--- src/rtl/mips_mem_pkg.sv ---
// Shared definitions for the 16-bit MIPS data-memory side: DMA state encoding,
// halfword stride and the address bits the data memory actually decodes.
package mips_mem_pkg;

    typedef enum logic [1:0] {
        IDLE  = 2'd0,
        READ  = 2'd1,
        WRITE = 2'd2,
        DONE  = 2'd3
    } dma_state_t;

    localparam int HALF_STEP      = 2;
    localparam int MEM_DECODE_LSB = 1;
    localparam int MEM_DECODE_MSB = 8;

endpackage

--- src/rtl/mem_copy_dma.sv ---
// Block-copy initiator: alternates READ/WRITE halfword accesses on the data-memory
// port from src to dst, then pulses done. Outputs are zero when idle so ports can be OR-muxed.
module mem_copy_dma
    import mips_mem_pkg::*;
#(
    parameter int ADDR_W = 16,
    parameter int DATA_W = 16,
    parameter int LEN_W  = 8
) (
    input  logic              clk,
    input  logic              rst_n,
    input  logic              start,
    input  logic              abort,
    input  logic [ADDR_W-1:0] src_addr,
    input  logic [ADDR_W-1:0] dst_addr,
    input  logic [LEN_W-1:0]  length,
    output logic              busy,
    output logic              done,
    output logic [ADDR_W-1:0] mem_access_addr,
    output logic [DATA_W-1:0] mem_write_data,
    output logic              mem_write_en,
    output logic              mem_read,
    input  logic [DATA_W-1:0] mem_read_data
);

    localparam logic [ADDR_W-1:0] ALIGN_MASK = ~ADDR_W'(1);
    localparam logic [ADDR_W-1:0] STEP       = ADDR_W'(HALF_STEP);

    dma_state_t        state_reg, state_next;
    logic [ADDR_W-1:0] src_ptr_reg;
    logic [ADDR_W-1:0] dst_ptr_reg;
    logic [LEN_W-1:0]  remaining_reg;
    logic [DATA_W-1:0] data_q_reg;

    always_comb begin
        state_next = state_reg;
        case (state_reg)
            IDLE: begin
                if (start) begin
                    state_next = (length != '0) ? READ : DONE;
                end
            end
            READ: begin
                state_next = abort ? IDLE : WRITE;
            end
            WRITE: begin
                // Abort beats completion: the final write still commits, but no done pulse.
                if (abort) begin
                    state_next = IDLE;
                end else if (remaining_reg == LEN_W'(1)) begin
                    state_next = DONE;
                end else begin
                    state_next = READ;
                end
            end
            DONE: begin
                state_next = IDLE;
            end
            default: begin
                state_next = IDLE;
            end
        endcase
    end

    always_ff @(posedge clk or negedge rst_n) begin
        if (!rst_n) begin
            state_reg     <= IDLE;
            src_ptr_reg   <= '0;
            dst_ptr_reg   <= '0;
            remaining_reg <= '0;
            data_q_reg    <= '0;
        end else begin
            state_reg <= state_next;
            case (state_reg)
                IDLE: begin
                    if (start) begin
                        src_ptr_reg   <= src_addr & ALIGN_MASK;
                        dst_ptr_reg   <= dst_addr & ALIGN_MASK;
                        remaining_reg <= length;
                    end
                end
                READ: begin
                    data_q_reg <= mem_read_data;
                end
                WRITE: begin
                    src_ptr_reg   <= src_ptr_reg + STEP;
                    dst_ptr_reg   <= dst_ptr_reg + STEP;
                    remaining_reg <= remaining_reg - LEN_W'(1);
                end
                default: begin
                end
            endcase
        end
    end

    always_comb begin
        busy            = 1'b0;
        done            = 1'b0;
        mem_read        = 1'b0;
        mem_write_en    = 1'b0;
        mem_access_addr = '0;
        mem_write_data  = '0;
        case (state_reg)
            READ: begin
                busy            = 1'b1;
                mem_read        = 1'b1;
                mem_access_addr = src_ptr_reg;
            end
            WRITE: begin
                busy            = 1'b1;
                mem_write_en    = 1'b1;
                mem_access_addr = dst_ptr_reg;
                mem_write_data  = data_q_reg;
            end
            DONE: begin
                done = 1'b1;
            end
            default: begin
            end
        endcase
    end

endmodule

--- config.mk ---
export PLATFORM = sky130hd
export DESIGN_NAME = mem_copy_dma
export DESIGN_NICKNAME = d
export VERILOG_FILES = /design/src/rtl/mips_mem_pkg.sv /design/src/rtl/mem_copy_dma.sv
export SDC_FILE = /design/constraint.sdc
export NUM_CORES = 1
export LEC_CHECK = 0
export ABC_AREA = 1
export ABC_CLOCK_PERIOD_IN_PS = 1900
export CAP_MARGIN = 20
export CORE_MARGIN = 1
export CORE_UTILIZATION = 50
export DETAILED_ROUTE_END_ITERATION = 12
export GPL_ROUTABILITY_DRIVEN = 0
export PLACE_DENSITY = 0.8
export SYNTH_ARGS = -nofsm -noshare
export SYNTH_HDL_FRONTEND = slang
export SYNTH_SLANG_ARGS = --single-unit
export TNS_END_PERCENT = 100
--- constraint.sdc ---
create_clock -name clk -period 1.9 [get_ports clk]
set_input_delay 0.38 -clock clk [delete_from_list [all_inputs] [get_ports clk]]
set_output_delay 0.38 -clock clk [all_outputs]
set_load 0.01 [all_outputs]
==> impl_results.md <==
- Status: complete, but fails checks
- Failing checks: negative setup slack
- Initial drt markers: 442
- Clock Skews: 0.008288 ns
- Final WS setup: -0.1605 ns
- CP max FO: 8
- Final net count: 756
- Max-Cap Viols: 0
- Mapped Cells: 557
- DR WL/cell: 17.73 um
- Final WL: 13900 um
- Fin util: 81.71%
- Max Freq: 0.4853 GHz
- Die height: 87.86 um
- Core Footprint: 0.006944 mm2
- Hold Fails Final Rpt: 0
- Worst EP arrival: 1.68 ns
- Multi-input logic area: 0.002246 mm2
- Switch share: 48.97%
- Final Cycle Share: 108.4%
- Average cell area after synthesis: 6.618 um2
- CP startpoint kind: register
- Final instance area: 0.005674 mm2
- Post-synth EDFFs: 0
- H-tree depth: 2
- Setup violators final: 32
- Fillers: 407
- Ant. Diodes: 0
- Vias in the first global route: 4118
- Max reg flops: 16
- Synth warn: 0
- Top FF cell, synth: dfrtp_1
- Leak pwr: 2.885 nW
- Initial antenna violation count: 0
- Chip width: 87.86 um
- P per Cell Area: 1865 mW/mm2
- CTS Buf Count: 5
- Placed cell area: 0.004897 mm2
- Root buf cell: clkbuf_8
- Leading area contributor after synthesis: dfrtp_1
- Pins Over Slew Limit: 0
- Critical path endpoint category: primary output
- Internal power: 5.399 mW
- Detailed Routing Iterations Pass 1: 7
- Via Count: 4579
- RSZ-0062 raised after global routing: yes
- Synth area leaders: dfrtp_1, nand2_1, inv_1
- DIE AREA: 0.007719 mm2
- Ports: 96
- Register Area: 0.001401 mm2
- Post-synthesis cell type count: 35
- Cell area after synthesis: 0.003686 mm2
- Number of buffers added on ports: 92
- R2R setup slack: 0 ns
- Crit path time final: 2.061 ns
- CP required: 1.52 ns
- HPWL Detailed: 7243 um
- Power share of the combinational group: 67.9%
- Reg power frac: 24.1%
- Clk sinks: 56
- Clk_lat worst skew: 0.32 ns
- Layout area overhead: 53.94%
- Initial Utilization: 53.08%
- Reg clk slew, reported paths: 0.12 ns
- Detail-routed via count per cell: 5.841
- Max clock buf depth: 2
- NetSw: 5.181 mW
- Sequential area share after synthesis: 38.02%
- FF+latch count, synth: 56
- Type of the most critical hold path: in -> async
- Overflow after GRT: 0
- DRC: 0
- Yosys top cell area share: 38.02%
- Clock power frac: 8.0%
- Largest vdd supply drop: 0.9149 mV
- First-pass GRT wire length: 19610 um
- CTS tree: built
- Largest net degree at the start of global routing: 57
- ANT nets after route: 0
- Post-synth ARST share: 100.0%
- Hold Buf Count CTS: 0
- Net Count, Synth: 626
- Rows: 30
- Layout cells sized above 1: 27.62%
- GRT Overall Usage: 33.01%
- Setup CP Type: reg -> out
-- cell usage in the layout, fill, tap and decap left out, types with 6 or more instances in the layout --
master           Yosys  routed
a21oi_1             27      10
a21oi_2              1      12
a21oi_4              0       6
buf_12               0       9
buf_2               17      19
buf_4                3      31
buf_6                1      19
buf_8                0       6
clkdlybuf4s50_1      0      56
dfrtp_1             56      56
ha_1                 9       6
inv_1               58      44
inv_2                6      17
nand2_1            206     175
nand2_2              2      15
nand2_4              0      18
nand3_1             29      29
nand4_1              7       7
nor2_1              49      43
nor2_2               3       8
nor3_1               6       6
o21ai_0             31      28
o21ai_1             10      11
o22ai_1              6       6
-- area by class of cell --
type	count	area share (%)
Multi-Input combinational cell	411	39.58
Timing Repair Buffer	149	27.12
Sequential cell	56	24.70
Inverter	64	4.432
Tap cell	96	2.117
Clock buffer	5	1.213
Clock inverter	3	0.8379
-- critical path, stage by stage (launching register included) --
cell	delay, ns
dfrtp_1	0.40
inv_2	0.13
ha_4	0.21
buf_12	0.16
buf_6	0.12
nand2_2	0.06
a21oi_2	0.14
buf_2	0.14
-- path summary, 6_finish.rpt --
path,start,endpoint,depth (start not counted)
max reg2reg,state_reg[0],dst_ptr_reg[4],9
max,state_reg[0],mem_access_addr[15],7
min reg2reg,data_q_reg[7],data_q_reg[7],2
max in group asynchronous,rst_n,state_reg[0],2
min in group clk,data_q_reg[7],data_q_reg[7],2
min,rst_n,remaining_reg[0],2
-- metal layers --
layer / wire length [um] / track usage (%) / vias up
li1: - / - / 2026
met1: 5176 / 41.24 / 2117
met2: 6659 / 56.03 / 348
met3: 1191 / 4.807 / 88
met4: 870 / 15.95 / 0
met5: 0 / 0 / -
-- cells by family after synthesis --
| family | Yosys count | share of synthesized area [%] |
|---|---|---|
| AO/OA/AOI/OAI | 86 | 12.73 |
| XOR/XNOR | 4 | 0.9503 |
| adder cells (fa/ha/maj) | 9 | 3.055 |
| buffers and inverters | 90 | 10.25 |
| flip-flops | 56 | 38.02 |
| other | 1 | 0.1017 |
| AND/OR/NAND/NOR | 311 | 34.90 |
-- power by group through the flow --
stage / Clock, mW / Combinational (mW) / Sequential [mW]
6_report: 0.851 / 7.18 / 2.55
5_1_grt: 0.898 / 7.66 / 2.59
4_1_cts: 0.841 / 6.00 / 2.41
3_5_place_dp: 0 / 4.93 / 2.37
3_3_place_gp: 0 / 4.78 / 2.33
2_1_floorplan: 0 / 3.09 / 2.22
-- repair_timing --
item | in CTS | in global routing
pin swaps | 8 | 10
resized for setup | 198 | 74
setup endpoints to repair | 43 | 68
cloned | 5 | 3
setup buffers | 15 | 7
-- cell usage after synthesis (3+ instances only) --
master	count
nand2_1	206
inv_1	58
dfrtp_1	56
nor2_1	49
o21ai_0	31
nand3_1	29
a21oi_1	27
buf_2	17
o21ai_1	10
ha_1	9
nand4_1	7
inv_2	6
nor3_1	6
o22ai_1	6
o211ai_1	5
clkbuf_1	4
xor2_1	4
buf_4	3
nor2_2	3
-- metrics by stage --
step / instances / worst slack [ns] / power, mW / setup TNS, ns / hold slack (ns)
floorplan: 557 / 0.07352 / 5.318 / 0 / 0.08441
global placement: 751 / -0.1791 / 7.113 / -3.908 / 0.4079
detailed placement: 751 / -0.2034 / 7.299 / -5.065 / 0.4167
CTS: 779 / -0.1184 / 9.253 / -1.780 / 0.06610
global route: 784 / -0.1979 / 11.15 / -4.033 / 0.06777
finish: 784 / -0.1605 / 10.58 / -2.424 / 0.02882
Power figures use the tool's default switching activity.
